[src/rtl/multicycle_controller.sv]
// -----------------------------------------------------------------------------
// multicycle_controller
//   Five-state (IDLE, DECODE, EXEC, MEM, WB) control FSM for a multicycle
//   RV32-style datapath. An opcode is accepted in IDLE. The datapath controls
//   ALUOp/ALUSrc/MemtoReg are held for the whole instruction. Branch and Jump
//   pulse in EXEC, RegWrite pulses in WB, and mem_req is held through MEM
//   until mem_ack or the wait limit is reached.
//
//   Optional feature macro: CTRL_ILLEGAL_TRAP_EN
//     defined   - an unknown opcode sets a sticky 'illegal' flag (cleared by
//                 reset only).
//     undefined - an unknown opcode is a NOP and 'illegal' is tied to 0.
//
// Parameters
//   MEM_TIMEOUT  maximum MEM-state cycles to wait for mem_ack (2..255)
//
// Ports
//   clk          clock, rising edge
//   rst_n        asynchronous active-low reset
//   instr_valid  a new opcode is offered
//   Opcode[6:0]  instruction bits 6:0, sampled on the accept cycle only
//   instr_ready  high exactly while in IDLE (combinational)
//   mem_ack      data-memory completion strobe (honoured only in MEM)
//   mem_req      data-memory request (registered)
//   mem_we       data-memory write enable (registered)
//   ALUOp[1:0]   00 LW/SW/AUIPC/JALR, 01 branch, 10 R/I ALU, 11 JAL/LUI
//   ALUSrc, MemtoReg, Branch, Jump, RegWrite   datapath controls (registered)
//   mem_timeout  one-cycle pulse when the MEM wait limit expires
//   illegal      sticky unknown-opcode flag (0 unless the trap is enabled)
// -----------------------------------------------------------------------------
module multicycle_controller #(
    parameter int MEM_TIMEOUT = 16
) (
    input  logic       clk,
    input  logic       rst_n,
    input  logic       instr_valid,
    input  logic [6:0] Opcode,
    output logic       instr_ready,
    input  logic       mem_ack,
    output logic       mem_req,
    output logic       mem_we,
    output logic [1:0] ALUOp,
    output logic       ALUSrc,
    output logic       MemtoReg,
    output logic       Branch,
    output logic       Jump,
    output logic       RegWrite,
    output logic       mem_timeout,
    output logic       illegal
);

    localparam logic [6:0] OP_R     = 7'b0110011;
    localparam logic [6:0] OP_I     = 7'b0010011;
    localparam logic [6:0] OP_LW    = 7'b0000011;
    localparam logic [6:0] OP_SW    = 7'b0100011;
    localparam logic [6:0] OP_BR    = 7'b1100011;
    localparam logic [6:0] OP_JAL   = 7'b1101111;
    localparam logic [6:0] OP_LUI   = 7'b0110111;
    localparam logic [6:0] OP_AUIPC = 7'b0010111;
    localparam logic [6:0] OP_JALR  = 7'b1100111;

    // Value of the wait counter during the last permitted MEM cycle.
    localparam logic [7:0] WAIT_LAST = 8'(MEM_TIMEOUT - 1);

    typedef enum logic [2:0] {
        IDLE   = 3'd0,
        DECODE = 3'd1,
        EXEC   = 3'd2,
        MEM    = 3'd3,
        WB     = 3'd4
    } state_t;

    typedef struct packed {
        logic       legal;
        logic [1:0] aluop;
        logic       alusrc;
        logic       memtoreg;
    } dec_t;

    function automatic dec_t decode(input logic [6:0] op);
        dec_t d;
        d = '0;
        case (op)
            OP_R:     d = '{1'b1, 2'b10, 1'b0, 1'b0};
            OP_I:     d = '{1'b1, 2'b10, 1'b1, 1'b0};
            OP_LW:    d = '{1'b1, 2'b00, 1'b1, 1'b1};
            OP_SW:    d = '{1'b1, 2'b00, 1'b1, 1'b0};
            OP_BR:    d = '{1'b1, 2'b01, 1'b0, 1'b0};
            OP_JAL:   d = '{1'b1, 2'b11, 1'b0, 1'b0};
            OP_LUI:   d = '{1'b1, 2'b11, 1'b1, 1'b0};
            OP_AUIPC: d = '{1'b1, 2'b00, 1'b1, 1'b0};
            OP_JALR:  d = '{1'b1, 2'b00, 1'b1, 1'b0};
            default:  d = '0;
        endcase
        return d;
    endfunction

    state_t     state, state_n;
    logic [6:0] op_q, op_n;
    logic [7:0] wait_cnt, wait_n;
    logic [1:0] aluop_n;
    logic       alusrc_n, memtoreg_n, branch_n, jump_n, regwrite_n;
    logic       mem_req_n, mem_we_n, mem_timeout_n;
    logic       illegal_q, illegal_n;
    dec_t       dec_in, dec_q;

    assign dec_in      = decode(Opcode);
    assign dec_q       = decode(op_q);
    assign instr_ready = (state == IDLE);

    always_comb begin
        state_n       = state;
        op_n          = op_q;
        wait_n        = wait_cnt;
        aluop_n       = ALUOp;
        alusrc_n      = ALUSrc;
        memtoreg_n    = MemtoReg;
        branch_n      = 1'b0;
        jump_n        = 1'b0;
        regwrite_n    = 1'b0;
        mem_req_n     = 1'b0;
        mem_we_n      = 1'b0;
        mem_timeout_n = 1'b0;
        illegal_n     = illegal_q;

        case (state)
            IDLE: begin
                if (instr_valid) begin
                    // Held controls come from the opcode being latched, so
                    // they are already valid while the FSM sits in DECODE.
                    op_n       = Opcode;
                    aluop_n    = dec_in.aluop;
                    alusrc_n   = dec_in.alusrc;
                    memtoreg_n = dec_in.memtoreg;
                    state_n    = DECODE;
                end
            end
            DECODE: begin
                if (!dec_q.legal) begin
                    state_n    = IDLE;
                    aluop_n    = 2'b00;
                    alusrc_n   = 1'b0;
                    memtoreg_n = 1'b0;
`ifdef CTRL_ILLEGAL_TRAP_EN
                    illegal_n  = 1'b1;
`endif
                end else begin
                    state_n  = EXEC;
                    branch_n = (op_q == OP_BR);
                    jump_n   = (op_q == OP_JAL) || (op_q == OP_JALR);
                end
            end
            EXEC: begin
                if ((op_q == OP_LW) || (op_q == OP_SW)) begin
                    state_n   = MEM;
                    wait_n    = 8'd0;
                    mem_req_n = 1'b1;
                    mem_we_n  = (op_q == OP_SW);
                end else if (op_q == OP_BR) begin
                    state_n    = IDLE;
                    aluop_n    = 2'b00;
                    alusrc_n   = 1'b0;
                    memtoreg_n = 1'b0;
                end else begin
                    state_n    = WB;
                    regwrite_n = 1'b1;
                end
            end
            MEM: begin
                // An ack in the expiry cycle is checked first so that it wins.
                if (mem_ack) begin
                    if (op_q == OP_LW) begin
                        state_n    = WB;
                        regwrite_n = 1'b1;
                    end else begin
                        state_n    = IDLE;
                        aluop_n    = 2'b00;
                        alusrc_n   = 1'b0;
                        memtoreg_n = 1'b0;
                    end
                end else if (wait_cnt == WAIT_LAST) begin
                    state_n       = IDLE;
                    mem_timeout_n = 1'b1;
                    aluop_n       = 2'b00;
                    alusrc_n      = 1'b0;
                    memtoreg_n    = 1'b0;
                end else begin
                    wait_n    = wait_cnt + 8'd1;
                    mem_req_n = 1'b1;
                    mem_we_n  = (op_q == OP_SW);
                end
            end
            WB: begin
                state_n    = IDLE;
                aluop_n    = 2'b00;
                alusrc_n   = 1'b0;
                memtoreg_n = 1'b0;
            end
            default: begin
                state_n    = IDLE;
                aluop_n    = 2'b00;
                alusrc_n   = 1'b0;
                memtoreg_n = 1'b0;
            end
        endcase
    end

    always_ff @(posedge clk or negedge rst_n) begin
        if (!rst_n) begin
            state       <= IDLE;
            op_q        <= 7'd0;
            wait_cnt    <= 8'd0;
            ALUOp       <= 2'b00;
            ALUSrc      <= 1'b0;
            MemtoReg    <= 1'b0;
            Branch      <= 1'b0;
            Jump        <= 1'b0;
            RegWrite    <= 1'b0;
            mem_req     <= 1'b0;
            mem_we      <= 1'b0;
            mem_timeout <= 1'b0;
            illegal_q   <= 1'b0;
        end else begin
            state       <= state_n;
            op_q        <= op_n;
            wait_cnt    <= wait_n;
            ALUOp       <= aluop_n;
            ALUSrc      <= alusrc_n;
            MemtoReg    <= memtoreg_n;
            Branch      <= branch_n;
            Jump        <= jump_n;
            RegWrite    <= regwrite_n;
            mem_req     <= mem_req_n;
            mem_we      <= mem_we_n;
            mem_timeout <= mem_timeout_n;
            illegal_q   <= illegal_n;
        end
    end

`ifdef CTRL_ILLEGAL_TRAP_EN
    assign illegal = illegal_q;
`else
    assign illegal = 1'b0;
`endif

endmodule

[config.mk]
export PLATFORM = sky130hd
export DESIGN_NAME = multicycle_controller
export DESIGN_NICKNAME = d
export VERILOG_FILES = /design/src/rtl/multicycle_controller.sv
export SDC_FILE = /design/constraint.sdc
export NUM_CORES = 1
export LEC_CHECK = 0
export ABC_CLOCK_PERIOD_IN_PS = 5850
export BUFFER_PORTS_ARGS = -buffer_cell sky130_fd_sc_hd__buf_2
export CORE_MARGIN = 4
export CORE_UTILIZATION = 30
export CTS_CLUSTER_DIAMETER = 30
export DETAILED_ROUTE_END_ITERATION = 7
export PLACE_DENSITY_LB_ADDON = 0.2
export SYNTH_ARGS = -nofsm -noshare
export SYNTH_HDL_FRONTEND = slang
export SYNTH_SLANG_ARGS = --single-unit
[constraint.sdc]
create_clock -name clk -period 5.85 [get_ports clk]
set_input_delay 0.2925 -clock clk [delete_from_list [all_inputs] [get_ports clk]]
set_output_delay 0.2925 -clock clk [all_outputs]
set_load 0.01 [all_outputs]
; ---- Word-level counts from Yosys, hierarchy flattened
; Cells that the tools add are included.
[classes]
eq_ne = 31
muxes = 52
n_reduce_logical = 10
n_addsub = 1
[ops]
columns = operator, n
row1 = $eq A7 B6 Y1 const B, 6
row2 = $eq A7 B7 Y1 const B, 6
row3 = $pmux W5 S7, 1
row4 = $eq A7 B5 Y1 const B, 4
row5 = $pmux W4 S7, 1
row6 = $mux W1, 25
row7 = $mux W8, 3
row8 = $mux W3, 6
row9 = $mux W2, 8
row10 = $pmux W8 S2, 1
row11 = $eq A7 B2 Y1 const B, 2
row12 = $ne A2 B2 Y1 const B, 7
row13 = $pmux W3 S4, 1
row14 = $add A8 B1 Y8 const B, 1
row15 = $eq A8 B4 Y1 const B, 1
row16 = $pmux W1 S4, 2
row17 = $pmux W2 S4, 1
row18 = $eq A3 B2 Y1 const B, 2
row19 = $ne A3 B3 Y1 const B, 2
row20 = $pmux W1 S2, 3
row21 = $reduce_and A6 Y1, 1
row22 = $reduce_or A3 Y1, 2
row23 = $reduce_and A2 Y1, 2
row24 = $reduce_and A4 Y1, 1
row25 = 4 further kinds, 5
[totals]
ff_bits = 28
input_bits = 11
elab_cells = 106

; ---- Longest topological paths before layout
; Gate-level depths: netlist (run 1).
[depth]
ltp_word = 5
depth_mapped = 8
ltp_nobuf = 7

; ---- Worst setup path before layout (run 1)
; OpenSTA, ideal clock, no wires.
[synth_timing]
path_type = reg-to-reg
from = register wait_cnt[0]
to = register wait_cnt[7]
synth_period_minus_slack_ps = 1863
setup_slack_ps = 3987
t_required_ps = 5732
stages_incl_launch_ff = 8
setup_time_ps = 118
n_path_buf = 1
arrival_time_ps = 1744
cell_sequence = dfrtp_1 > ha_1 > and3_1 > buf_2 > a2111oi_0 > nand3_1 > xor2_1 > nor2_1
[synth_via]
elab_chain_len = 4
elab_cells_between_ends = 7
cone_classes = 1 x add/sub / 2 x eq/ne / 3 x mux / 1 x reduce/logical
[synth_rtl]
columns = element, line
row1 = start: declaration, 100  ; logic [7:0] wait_cnt, wait_n;
row2 = start signal: assignment, 226  ; wait_cnt <= wait_n;
row3 = $add A8 B1 Y8, 188  ; wait_n = wait_cnt + 8'd1;
row4 = $mux W8, 181  ; end else if (wait_cnt == WAIT_LAST) begin
row5 = $mux W8, 171  ; if (mem_ack) begin
row6 = $pmux W8 S2, 126  ; case (state)
; Parallel ways exist; a longest one is shown, timed or not. The select of a mux whose other input is x is not followed.
; A chain may end at the register's enable or synchronous reset.

; ---- Final worst setup path (run 1)
; Ends and elaborated chain as after synthesis.

==> results of run 1 <==
==> metrics by stage <==
| stage | worst slack (ns) | cells | instance area (sq um) |
|---|---|---|---|
| 4_1_cts | 3.83 | 223 | 1680 |
| 3_3_place_gp | 3.89 | 219 | 1610 |
| 6_report | 3.79 | 223 | 1680 |
| 2_1_floorplan | 3.99 | 138 | 1460 |
| 3_5_place_dp | 3.85 | 219 | 1610 |
| 5_1_grt | 3.58 | 223 | 1680 |
==> power groups by stage <==
stage	clock network [W]	registers [W]	logic, W
5_1_grt	0.000167	0.000277	0.000131
3_5_place_dp	0	0.000270	0.000116
3_3_place_gp	0	0.000270	0.000112
2_1_floorplan	0	0.000252	0.0000970
4_1_cts	0.000160	0.000267	0.000116
6_report	0.000153	0.000268	0.000114
==> state kept, by name (all words and copies together) (netlist names) <==
name         count
RegWrite         1
ALUOp            2
Branch           1
mem_timeout      1
mem_req          1
op_q             7
state            3
Jump             1
MemtoReg         1
wait_cnt         8
ALUSrc           1
mem_we           1
==> cells by family (layout without fill, tap and decap cells) <==
logic type / after synthesis / in the layout / share of synthesized area (%)
xor+xnor: 6 / 6 / 3.60
fa+ha+maj: 1 / 1 / 0.856
compound gates: 17 / 17 / 8.39
other cells: 1 / 1 / 0.257
simple gates: 63 / 63 / 26.7
mux: 11 / 11 / 8.39
buf+inv: 11 / 29 / 3.85
flops: 28 / 28 / 47.9
==> area by class of cell <==
cell class                 instances  area [sq um]
tap                               67          83.8
clock buffer                       3          41.3
timing repair buffer              21           105
clock inverter                     1          30.0
multi-input combinational         99           704
sequential                        28           701
fill                             479          3040
inverter                           4          15.0
==> layer usage <==
layer  share of wire [%]  vias to the layer above  wire length (um)
met5                   0                        -                 0
met4                0.83                        0                25
met3                 4.9                        2               148
met2                  47                       31              1420
met1                  47                      543              1420
li1                    -                      530                 -
==> layout by cell type, fill, tap and decap left out, types with 2 or more instances in the layout <==
cell type	Yosys	routed
nand4_1	3	3
o21ai_0	3	3
mux2_2	10	10
a2111oi_0	2	2
nand3_1	7	7
nor2_1	11	11
and3_1	5	5
buf_2	2	21
a21o_1	2	2
nor3_1	6	6
nor2b_1	3	3
xnor2_1	2	2
xor2_1	4	4
nand2b_1	6	6
inv_1	3	3
nor4bb_1	2	2
clkbuf_8	0	3
nand2_1	9	9
a21oi_1	2	2
dfrtp_1	28	28
a211oi_1	2	2
==> how the worst max path moves through the flow <==
stage	from	endpoint	slack [ns]	cells after the start
5_1_grt	wait_cnt[0]$_DFFE_PN0P_	wait_cnt[7]$_DFFE_PN0P_	3.58	6
6_report	wait_cnt[0]$_DFFE_PN0P_	wait_cnt[7]$_DFFE_PN0P_	3.79	6
4_1_cts	wait_cnt[0]$_DFFE_PN0P_	wait_cnt[7]$_DFFE_PN0P_	3.83	6
2_1_floorplan	wait_cnt[0]$_DFFE_PN0P_	wait_cnt[7]$_DFFE_PN0P_	3.99	7
3_3_place_gp	wait_cnt[4]$_DFFE_PN0P_	ALUOp[1]$_DFFE_PN0P_	3.89	6
3_5_place_dp	wait_cnt[0]$_DFFE_PN0P_	wait_cnt[7]$_DFFE_PN0P_	3.85	6
==> reports/metrics.csv, run 1 <==
stage,metric,value,unit
global_route,grt ovf,0,
routing,Routed WL,3.02,mm
finish,fin nets,169,
timing,Final Max Tran Viols,0,
global_route,first-pass GRT wire length,5.41,mm
cts,H-tree depth,1,
timing,Fin. Hold Viols,0,
power,Tot Pwr,0.000535,W
floorplanning,initial core utilization,30.9,%
global_route,pin count of the biggest net entering global routing,29,
routing,drt first pass iters,4,
cts,clock transition at the registers of the reported paths,0.10,ns
cts,cts hold-fix bufs,0,
setup_path,Worst R2R Setup Slack,3.79,ns
routing,average via count per standard cell,4.96,
setup_path,Worst setup EP type,register,
cts,CTS resizes,0,
floorplanning,die width,77.8,um
setup_path,WP data required,6.01,ns
job,max cap viols,0,
global_route,GRT Overall Usage,11.0,%
cts,worst-skew pair later-pin latency,0.28,ns
cts,CTS tree,built,
synthesis,main flop type after synthesis,dfrtp_1,
floorplanning,IO Count,23,
power,Lkg Pwr,0.806,nW
synthesis,top post-synthesis cells by count,"dfrtp_1, nor2_1, mux2_2, nand2_1, nand3_1",
run_status,run status,completed,
power,Switching Power,0.000162,W
synthesis,post-synth top area cell,dfrtp_1,
timing,Final min period,2.06,ns
setup_path,CP Buf/Inv Count,0,
placement,IO Port Bufs,21,
synthesis,most frequent cell after synthesis,dfrtp_1,
global_route,met3 Use GR,2.90,%
finish,Area growth syn-to-layout,15.0,%
setup_path,worst-case reg-to-reg path depth,6,
timing,final setup TNS,0,ns
power,Comb pwr share,21.2,%
setup_path,CP startpoint kind,register,
cts,post-CTS setup buffers,0,
timing,worst-margin pin slew,0.724,ns
synthesis,Post-Syn Area,1460,sq um
routing,antenna-violating nets left,0,
timing,RSZ-0062 raised after global routing,no,
placement,post-DP HPWL,2.24,mm
synthesis,number of register bits inferred by synthesis,28,
global_route,vias in the first global route,1115,
setup_path,critical path arrival,2.22,ns
timing,final setup skew,0.00908,ns
floorplanning,# rows,25,
finish,# diodes,0,
global_route,Most Crowded Layer GR,met2,
routing,vias,1106,
power,Seq pwr share,50.2,%
floorplanning,Die Y,77.8,um
finish,"Core Util, Final",35.6,%
synthesis,Synth async-reset ratio,100,%
timing,Hold WS,0.0260,ns
power,Clock power frac,28.6,%
setup_path,CP Class,register to register,
power,internal power,0.000373,W
routing,DR WL/cell,13.5,um
timing,final worst path period share,35.2,%
power,Cell Pwr Density,318,nW/um^2
synthesis,Netlist cell types,45,
power,worst vdd ir,0.000148,V
finish,ratio of cells with drive above 1 in the final layout,26.9,%
hold_path,worst min-delay path class,primary input to async pin,
setup_path,launch point of the worst reg-to-reg path,wait_cnt[0]$_DFFE_PN0P_,
synthesis,Synth Instances,138,
cts,CTS max path bufs,2,
floorplanning,Core Box Area,4720,sq um
routing,Initial DRC Count,77,
setup_path,r2r endpoint,wait_cnt[7]$_DFFE_PN0P_,
synthesis,syn nets,150,
cts,clk sinks,28,
timing,fmax,485,MHz
synthesis,post-synth top area share,47.9,%
routing,DRC,0,
timing,Rel. slew slack,50.5,%
synthesis,sequential area share after synthesis,47.9,%
synthesis,number of synthesized flops with an enable pin,0,
synthesis,warnings from Yosys,0,
setup_path,Max Fanout on Critical Path,6,
synthesis,largest cells by area after synthesis,"dfrtp_1, mux2_2, nor2_1, nand2b_1, nand3_1",
setup_path,slowest stage cell on the critical path,a2111oi_0,
setup_path,"critical path, cell by cell",ha_1 > and3_1 > a2111oi_0 > nand3_1 > xor2_1 > nor2_1,
synthesis,Synth Area per Inst,10.6,sq um
global_route,GR Util met1,14.9,%
cts,Inserted Clock Buffers,3,
floorplanning,die area,6050,sq um
timing,Setup-failing EPs final,0,
power,sw frac,30.3,%
global_route,Global Route met2 Usage,17.0,%
global_route,initial antenna violation count,0,
setup_path,Worst path top cell family by delay,compound AO/OA/AOI/OAI gates,
placement,GPL Wtd Cong,0.745,
cts,CTS Root Cell,clkbuf_8,
setup_path,"Largest stage delay, worst path",0.67,ns
Note: power is estimated with default switching activity, not from simulation.
==> run 2, diff against run 1 <==
- ABC_AREA: not set -> 1
- ABC_CLOCK_PERIOD_IN_PS: 5850 -> 1800
- clock period: 5.85 -> 1.8 ns (I/O delays scaled with it)
==> run 2 against run 1 <==
Effect of this change:
- largest power group unchanged
- largest cell class unchanged
- synthesized cell count increased by 44%
- non-clock buffer count up 2
- global-route usage down 0.072 points
- critical path depth increased by 4
- routed wire length rose by 4.8%
- combinational power rose to 6.5 times the previous value
- sequential cell count unchanged
==> reports/metrics.csv, run 2 <==
stage,metric,value,unit,change
placement,post-DP HPWL,2.47,mm,was 2.24 mm
synthesis,Synth async-reset ratio,100,%,unchanged
synthesis,Post-Synth XOR/XNOR Area,1.11,%,was 3.60%
global_route,initial antenna violation count,0,,unchanged
floorplanning,Die Y,80.6,um,was 77.8 um
floorplanning,# rows,26,,was 25
hold_path,worst min-delay path class,primary input to register,,was primary input to async pin
cts,worst-skew pair later-pin latency,0.27,ns,was 0.28 ns
synthesis,Synth Area per Inst,7.93,sq um,was 10.6 sq um
finish,register area,701,sq um,unchanged
synthesis,Post-Synth Adder-Cell Area,0.792,%,was 0.856%
timing,Setup-failing EPs final,0,,unchanged
floorplanning,die width,80.6,um,was 77.8 um
floorplanning,die area,6490,sq um,was 6050 sq um
finish,fin nets,237,,was 169
setup_path,Worst setup EP type,register,,unchanged
global_route,grt ovf,0,,unchanged
finish,max FFs per register,8,,unchanged
cts,clk sinks,28,,unchanged
global_route,first-pass GRT wire length,5.53,mm,was 5.41 mm
synthesis,top post-synthesis cells by count,"nand2_1, dfrtp_1, nor2_1, inv_1, nand3_1",,"was dfrtp_1, nor2_1, mux2_2, nand2_1, nand3_1"
power,Cell Pwr Density,1150,nW/um^2,was 318 nW/um^2
finish,"most common cell after layout, fill and taps aside",nand2_1,,was dfrtp_1
placement,IO Port Bufs,21,,unchanged
setup_path,"Largest stage delay, worst path",0.40,ns,was 0.67 ns
synthesis,post-synth top area cell,dfrtp_1,,unchanged
finish,multi-input combinational cell area,787,sq um,was 704 sq um
power,Tot Pwr,0.00212,W,was 0.000535 W
placement,GPL Wtd Cong,0.767,,was 0.745
synthesis,syn nets,211,,was 150
job,max cap viols,0,,unchanged
timing,final setup TNS,0,ns,unchanged
cts,clock transition at the registers of the reported paths,0.10,ns,about the same
finish,# diodes,0,,unchanged
synthesis,Compound-Gate Fraction of Synth Area,6.89,%,was 8.39%
finish,Largest regs,"wait_cnt x8, op_q x7, state x3",,unchanged
setup_path,WP data required,1.97,ns,was 6.01 ns
timing,final worst path period share,89.3,%,was 35.2%
timing,Rel. slew slack,58.6,%,was 50.5%
synthesis,sequential area share after synthesis,44.4,%,was 47.9%
floorplanning,initial core utilization,30.9,%,about the same
setup_path,Worst path top cell family by delay,simple AND/OR/NAND/NOR gates,,was compound AO/OA/AOI/OAI gates
synthesis,warnings from Yosys,0,,unchanged
setup_path,worst-case reg-to-reg path depth,10,,was 6
finish,final std cells w/o fill,294,,was 223
hold_path,hold path startpoint,mem_ack,,
cts,Inserted Clock Buffers,3,,unchanged
hold_path,Hold Path Sink,mem_timeout$_DFF_PN0_,,
setup_path,CP startpoint kind,register,,unchanged
finish,Fillers,557,,was 479
routing,vias,1282,,was 1106
finish,most frequent cells in the layout,"nand2_1, dfrtp_1, nor2_1",,"was dfrtp_1, buf_2, nor2_1"
synthesis,Synth Instances,199,,was 138
setup_path,CP Buf/Inv Count,1,,was 0
routing,Routed WL,3.16,mm,was 3.02 mm
finish,"Core Util, Final",36.2,%,was 35.6%
synthesis,number of synthesized flops with an enable pin,0,,unchanged
global_route,GRT Overall Usage,10.9,%,was 11.0%
synthesis,Netlist cell types,29,,was 45
synthesis,mux cell area share after synthesis,1.43,%,was 8.39%
cts,H-tree depth,1,,unchanged
synthesis,most frequent cell after synthesis,nand2_1,,was dfrtp_1
routing,antenna-violating nets left,0,,unchanged
global_route,vias in the first global route,1215,,was 1115
run_status,run status,completed,,unchanged
routing,Initial DRC Count,59,,was 77
setup_path,slowest stage cell on the critical path,dfrtp_1,,was a2111oi_0
setup_path,Worst R2R Setup Slack,0.19,ns,was 3.79 ns
routing,drt first pass iters,4,,unchanged
timing,worst-margin pin slew,0.621,ns,was 0.724 ns
finish,"Most flops, register",wait_cnt,,unchanged
setup_path,critical path arrival,1.78,ns,was 2.22 ns
setup_path,launch point of the worst reg-to-reg path,wait_cnt[0]$_DFFE_PN0P_,,unchanged
synthesis,main flop type after synthesis,dfrtp_1,,unchanged
power,Lkg Pwr,1.01,nW,was 0.806 nW
routing,DR WL/cell,10.8,um,was 13.5 um
setup_path,r2r endpoint,MemtoReg$_DFFE_PN0P_,,was wait_cnt[7]$_DFFE_PN0P_
routing,average via count per standard cell,4.36,,was 4.96
synthesis,largest cells by area after synthesis,"dfrtp_1, nand2_1, nand3_1, nor2_1, inv_1",,"was dfrtp_1, mux2_2, nor2_1, nand2b_1, nand3_1"
timing,Fin. Hold Viols,0,,unchanged
floorplanning,Core Box Area,5110,sq um,was 4720 sq um
setup_path,Max Fanout on Critical Path,10,,was 6
timing,final setup skew,0.00290,ns,was 0.00908 ns
cts,CTS Root Cell,clkbuf_8,,unchanged
synthesis,post-synth top area share,44.4,%,was 47.9%
cts,post-CTS setup buffers,0,,unchanged
setup_path,CP Class,register to register,,unchanged
power,worst vdd ir,0.000486,V,was 0.000148 V
setup_path,"critical path, cell by cell",ha_1 > inv_1 > nor2_4 > nand3_4 > nand2_8 > o21ai_4 > nor2_4 > nand2_4 > nand2_1 > nand2_1,,was ha_1 > and3_1 > a2111oi_0 > nand3_1 > xor2_1 > nor2_1
cts,CTS tree,built,,unchanged
placement,placed cells,289,,was 219
hold_path,hold path depth,2,,
routing,DRC,0,,unchanged
finish,ratio of cells with drive above 1 in the final layout,22.3,%,was 26.9%
floorplanning,IO Count,23,,unchanged
cts,CTS max path bufs,2,,unchanged
synthesis,largest family of logic cells by synthesized area,simple AND/OR/NAND/NOR gates,,unchanged
finish,Area growth syn-to-layout,17.0,%,was 15.0%
global_route,pin count of the biggest net entering global routing,29,,unchanged
timing,RSZ-0062 raised after global routing,no,,unchanged
timing,Final min period,1.61,ns,was 2.06 ns
timing,fmax,622,MHz,was 485 MHz
timing,Final Max Tran Viols,0,,unchanged
synthesis,number of register bits inferred by synthesis,28,,unchanged
synthesis,Post-Syn Area,1580,sq um,was 1460 sq um
synthesis,Post-Synth Simple-Gate Area,39.4,%,was 26.7%
-- run 2: cell types whose count changed after synthesis, sizes merged, moves of 3 or more --
cell | previous run | this run
a21oi | 3 | 7
and3 | 5 | 0
clkbuf | 3 | 0
inv | 4 | 21
mux2 | 10 | 2
nand2 | 9 | 63
nand2b | 6 | 0
nand3 | 7 | 21
nor2 | 12 | 28
nor2b | 3 | 0
o21ai | 3 | 11
-- run 2: timing repair --
action	4_1_cts	5_1_grt
hold endpoints to repair	28	0
resized for setup	0	0
hold buffers	1	0
-- run 2: cell families (layout without fill, tap and decap cells) --
| logic type | Yosys count | after routing |
|---|---|---|
| buffers and inverters | 23 | 48 |
| xor gates and xnor gates | 2 | 2 |
| AOI/OAI and AO/OA | 19 | 19 |
| adders and majority gates | 1 | 1 |
| DFF | 28 | 28 |
| other | 1 | 1 |
| and+or+nand+nor | 123 | 123 |
| muxes | 2 | 2 |
-- run 2: worst max-delay path by stage --
stage / depth (start not counted) / endpoint / slack (ns) / startpoint
3_3_place_gp: 10 / ALUOp[1]$_DFFE_PN0P_ / 0.23 / wait_cnt[0]$_DFFE_PN0P_
2_1_floorplan: 10 / ALUOp[0]$_DFFE_PN0P_ / 0.32 / wait_cnt[0]$_DFFE_PN0P_
3_5_place_dp: 10 / MemtoReg$_DFFE_PN0P_ / 0.19 / wait_cnt[0]$_DFFE_PN0P_
5_1_grt: 10 / ALUSrc$_DFFE_PN0P_ / 0.03 / wait_cnt[0]$_DFFE_PN0P_
6_report: 10 / MemtoReg$_DFFE_PN0P_ / 0.19 / wait_cnt[0]$_DFFE_PN0P_
4_1_cts: 10 / MemtoReg$_DFFE_PN0P_ / 0.18 / wait_cnt[0]$_DFFE_PN0P_
-- run 2: per-layer routing --
metal	global-route usage (%)	vias up	share of wire, %
met4	4.05	0	1.0
met5	0	-	0
li1	-	687	-
met2	17.1	18	44
met3	2.02	2	3.3
met1	14.7	575	51
-- run 2: report_power, final --
part	leakage [nW]	internal (W)	switching [W]
Clock	0.0357	0.000298	0.000197
Sequential	0.374	0.000764	0.000123
Combinational	0.596	0.000271	0.000466
Total	1.01	0.00133	0.000786
-- run 2: area by class of cell --
class	instances	area share, %
multi-input cells	148	42.6
flip-flops and latches	28	37.9
repair buffers	23	6.64
well taps	70	4.74
inverters	21	4.27
clock buffers	3	2.23
clock inverters	1	1.62
-- run 2: metrics by stage --
stage	instance area [sq um]	setup slack, ns	hold slack [ns]
floorplan	1580	0.321	-0.206
global placement	1770	0.228	0.144
detailed placement	1770	0.190	0.152
CTS	1850	0.176	0.0402
global route	1850	0.0323	0.0433
finish	1850	0.192	0.0552
